[config.mk]
export PLATFORM = sky130hd
export DESIGN_NAME = tap_window_sum
export DESIGN_NICKNAME = d
export VERILOG_FILES = /design/src/rtl/tap_window_sum.sv
export SDC_FILE = /design/constraint.sdc
export NUM_CORES = 1
export LEC_CHECK = 0
export ABC_AREA = 1
export CAP_MARGIN = 5
export CORE_MARGIN = 5
export CORE_UTILIZATION = 23
export DETAILED_ROUTE_END_ITERATION = 8
export MAX_ROUTING_LAYER = met4
export PLACE_DENSITY_LB_ADDON = 0.3
export SLEW_MARGIN = 20
export SYNTH_ARGS = -nofsm -noshare
export SYNTH_HDL_FRONTEND = slang
export SYNTH_SLANG_ARGS = --single-unit
[constraint.sdc]
create_clock -name Clock -period 1.97 [get_ports Clock]
set_clock_uncertainty 0.2 [all_clocks]
set_input_delay 0.591 -clock Clock [delete_from_list [all_inputs] [get_ports Clock]]
set_output_delay 0.591 -clock Clock [all_outputs]
set_load 0.02 [all_outputs]
[src/rtl/tap_window_sum.sv]
// tap_window_sum: sums the eight taps of an upstream delay line through a
// pipelined adder tree and presents the window sum and average. A fill
// tracker holds results back until the window contains eight real samples.
// A result accepted at edge n appears on Sum/Avg/OutValid at edge n+3.
module tap_window_sum #(
  parameter int W            = 16,
  parameter bit AVG_ROUND    = 1'b0,
  parameter bit EMIT_PARTIAL = 1'b0
) (
  input  logic         Clock,
  input  logic         Reset,
  input  logic         Clear,
  input  logic         InValid,
  input  logic [W-1:0] A,
  input  logic [W-1:0] B,
  input  logic [W-1:0] C,
  input  logic [W-1:0] D,
  input  logic [W-1:0] E,
  input  logic [W-1:0] F,
  input  logic [W-1:0] G,
  input  logic [W-1:0] H,
  output logic [W+2:0] Sum,
  output logic [W-1:0] Avg,
  output logic         OutValid,
  output logic         Full
);

  typedef enum logic [1:0] {
    EMPTY   = 2'd0,
    FILLING = 2'd1,
    RUNNING = 2'd2
  } fill_state_t;

  // Rounding offset added before the divide-by-eight. The largest possible
  // total plus 4 still fits in W+3 bits, so no extra width is needed.
  localparam logic [W+2:0] RND = (W+3)'(AVG_ROUND ? 4 : 0);

  fill_state_t state;
  logic [3:0]  cnt;

  logic accept;
  logic complete;
  logic v1, v2, v3;

  logic [W:0]   sum_ab, sum_cd, sum_ef, sum_gh;
  logic [W+1:0] sum_abcd, sum_efgh;
  logic [W+2:0] total;

  // A sample counts only when it is not discarded by a simultaneous Clear.
  assign accept   = InValid & ~Clear;
  // The 8th and every later accepted sample closes a window of real data.
  assign complete = (cnt == 4'd7) || (state == RUNNING);

  // Fill tracker: counts accepted samples up to eight and drives Full.
  // NOTE: every clocked block uses non-blocking assignments so all registers
  // sample pre-edge values and simulation matches the synthesized flops.
  always_ff @(posedge Clock or negedge Reset) begin
    if (!Reset) begin
      state <= EMPTY;
      cnt   <= 4'd0;
      Full  <= 1'b0;
    end else if (Clear) begin
      state <= EMPTY;
      cnt   <= 4'd0;
      Full  <= 1'b0;
    end else if (InValid) begin
      case (state)
        EMPTY: begin
          state <= FILLING;
          cnt   <= 4'd1;
        end
        FILLING: begin
          cnt <= cnt + 4'd1;
          if (cnt == 4'd7) begin
            state <= RUNNING;
            Full  <= 1'b1;
          end
        end
        RUNNING: begin
          cnt  <= 4'd8;
          Full <= 1'b1;
        end
        default: begin
          state <= EMPTY;
          cnt   <= 4'd0;
          Full  <= 1'b0;
        end
      endcase
    end
  end

  // Valid bits travel alongside the adder tree; Clear drops everything in flight.
  always_ff @(posedge Clock or negedge Reset) begin
    if (!Reset) begin
      v1       <= 1'b0;
      v2       <= 1'b0;
      v3       <= 1'b0;
      OutValid <= 1'b0;
    end else begin
      v1       <= accept & (complete | EMIT_PARTIAL);
      v2       <= v1 & ~Clear;
      v3       <= v2 & ~Clear;
      OutValid <= v3 & ~Clear;
    end
  end

  // Adder tree: pairwise sums, then pairs of pairs, then the window total.
  // NOTE: datapath registers carry no reset; their contents are only used
  // when the matching valid bit is set, and the valid bits are reset.
  always_ff @(posedge Clock) begin
    sum_ab   <= {1'b0, A} + {1'b0, B};
    sum_cd   <= {1'b0, C} + {1'b0, D};
    sum_ef   <= {1'b0, E} + {1'b0, F};
    sum_gh   <= {1'b0, G} + {1'b0, H};
    sum_abcd <= {1'b0, sum_ab} + {1'b0, sum_cd};
    sum_efgh <= {1'b0, sum_ef} + {1'b0, sum_gh};
    total    <= {1'b0, sum_abcd} + {1'b0, sum_efgh};
  end

  // Result registers load only for a valid window and hold otherwise.
  always_ff @(posedge Clock or negedge Reset) begin
    if (!Reset) begin
      Sum <= '0;
      Avg <= '0;
    end else if (v3 && !Clear) begin
      Sum <= total;
      Avg <= W'((total + RND) >> 3);
    end
  end

endmodule
==> flow_summary.toml <==
[floorplan]
row_count = 76
coreArea_um2 = 43200
io_pins = 169
die_area_um2 = 48100
die_y_um = 219
die_w_um = 219
start_util_pct = 23.3

[sta]
max_slew_margin_pct = 78.7
setup_viol = 0
finalCritPeriodShare_pct = 98.4
worstMarginPinSlew_ns = 0.318
hold_viol_final = 0
max_freq_mhz = 516
fin_crit_ns = 1.94
drv_slew = 0
grt_setup_unrepaired = "true"

[power_and_ir_drop]
leakage_nw = 7.45
p_switching_mw = 6.54
pwr-share-comb_pct = 50.2
sequentialPowerShare_pct = 29.3
clkPwrFrac_pct = 20.5
intPower_mw = 9.36
peakVddDrop_v = 0.000589
p_per_area_nw_per_um2 = 1060
p_sw_share_pct = 41.1

[drt]
drt_iter0_drc = 382
avgRoutedWirePerCell_um = 12.2
totalWireLength_mm = 28.3
vias = 9770
ant_nets = 0
drc = 0
drtPass1Iterations = 4
vias_per_cell = 4.20

[yosys]
async_flop_share_pct = 19.6
yosysWarnings = 0
yosysUniqueCellTypes = 31
yosysTopAreaCellShare_pct = 24.5
seq_area_frac_synth_pct = 31.9
avgSynthCellArea_um2 = 7.10
synth_flop_cell = "dfxtp_1"
syn_inst = 1418
ys_seq_elements = 153
yosys-top-cells-area = "dfxtp_1 24%, nand2_1 17%, ha_1 15%"
synthesis.nets = 1679
synth_edf_count = 0
syn_area_um2 = 10100
yosysMostFrequentCell = "nand2_1"
yosysTopAreaCell = "dfxtp_1"
synth.top_cells.by_count = "447 x nand2_1, 159 x inv_1, 123 x dfxtp_1, 122 x ha_1, 113 x a21oi_1"

[clock_network]
cts_tree = "yes"
clockBufferDepth = 2
clk_latency_ns = 0.42
clock-sinks = 153
clk_pin_slew_ns = 0.07
clockRootBuffer = "clkbuf_16"
htree_levels = 4
cts_buffers = 17

[global_route]
grt_use_total_pct = 12.0
grt_pass1_wl_mm = 46.5
antenna_found_initial = 0
grt_max_degree = 31
grt.overflow.total = 0
grt_pass1_vias = 9909

[cells_and_area]
diodes = 0
drive_gt1_share_pct = 22.1
fin_util_pct = 34.6
nets = 1987
fillers = 4610
areaGrowthSynthToFinish_pct = 48.5
finalInstanceArea_um2 = 14900

[critical_path]
critPathKind = "input pin to register"
critPathCaptureType = "register"
start_kind = "input pin"
arrival_ns = 2.05
crit_fanout = 4
cp.required_ns = 2.08

[run_status]
outcome = "finished, final reports clean"

[job]
cap_violations = 0

[place]
port_buffers = 168
dp_hpwl_mm = 23.7
postPlaceCellArea_um2 = 13500
place_congestion = 0.840

[min_path]
hp-class = "register to register"
[worst paths after layout]
check                                from            to  slack, ns  depth (start not counted)
worst max-delay path                E[13]    sum_ef[16]       0.03                          8
worst min-delay path             total[9]        Sum[9]       0.22                          2
worst max register to register  sum_cd[0]  sum_abcd[12]       0.12                         10
worst min register to register   total[9]        Sum[9]       0.22                          2
max in group asynchronous           Reset       Sum[13]       1.06                          2
min in group asynchronous           Reset      state[0]       0.33                          2
[flip-flops by register name (all words and copies together) (netlist names), 17 cells and up]
register,cells
sum_abcd,18
sum_gh,17
total,19
sum_efgh,18
Sum,19
sum_cd,17
sum_ef,17
sum_ab,17
[routing by layer]
| metal | global-route usage, % | part of all wire [%] |
|---|---|---|
| met2 | 20.2 | 47 |
| met4 | 2.51 | 1.2 |
| met1 | 15.4 | 49 |
| met3 | 1.78 | 2.7 |
| met5 | - | 0 |
[power groups by stage]
stage / Combinational [mW] / Sequential, mW / Clock, mW
floorplan: 5.23 / 4.65 / 0
detailed placement: 7.82 / 4.75 / 0
CTS: 7.76 / 4.68 / 3.37
global placement: 7.79 / 4.74 / 0
finish: 7.98 / 4.66 / 3.26
global route: 9.12 / 4.78 / 3.51
[cell usage in the layout (no fill, tap or decap), types with 37 or more instances in the layout]
master,netlist,routed
buf_4,18,137
xor2_1,43,43
inv_1,159,159
nand2_1,447,414
nand3_1,96,84
nor2_1,110,97
nand2_2,18,47
ha_1,122,69
a21oi_1,113,82
o21ai_0,47,37
ha_4,0,44
dfxtp_1,123,120
clkdlybuf4s50_1,0,103
[worst max-delay path, cell delays in order]
cell and delay (ns):
clkdlybuf4s50_1 0.41, ha_1 0.36, a21oi_1 0.21, nor2_1 0.06, nor2_1 0.09, nor2_1 0.04, nor3_1 0.20, nand2_1 0.09
[timing repair]
item / 4_1_cts / 5_1_grt
endpoints found under the setup margin: 73 / 85
resized for setup: 85 / 208
hold buffers: 0 / 0
pin swaps: 5 / 42
setup buffers: 1 / 6
[metrics by stage]
stage / setup TNS [ns] / setup WS (ns) / hold WS [ns] / cells / total power [mW]
finish: 0 / 0.0310 / 0.218 / 2324 / 15.9
global route: -0.256 / -0.0320 / 0.226 / 2324 / 17.4
CTS: 0 / 0.000692 / 0.222 / 2318 / 15.8
detailed placement: -28.12 / -0.564 / 0.213 / 2285 / 12.6
global placement: -27.29 / -0.539 / 0.210 / 2285 / 12.5
floorplan: 0 / 0.0125 / 0.0954 / 1418 / 9.87
[area by class of cell]
class	instances	area, um^2	share of cell area [%]
clock buffers	20	468	3.13
well taps	585	732	4.90
multi-input cells	1086	7080	47.4
flip-flops and latches	153	3220	21.5
repair buffers	309	2720	18.2
clock inverters	12	130	0.871
inverters	159	597	3.99
[logic make-up (layout without fill, tap and decap cells)]
| logic type | after synthesis | after routing | synth area share (%) |
|---|---|---|---|
| simple gates | 724 | 724 | 30.1 |
| buf+inv | 179 | 500 | 7.37 |
| flops | 153 | 153 | 31.9 |
| xor+xnor | 50 | 50 | 4.35 |
| compound gates | 183 | 183 | 9.72 |
| fa+ha+maj | 129 | 129 | 16.6 |
Power figures use the tool's default switching activity.
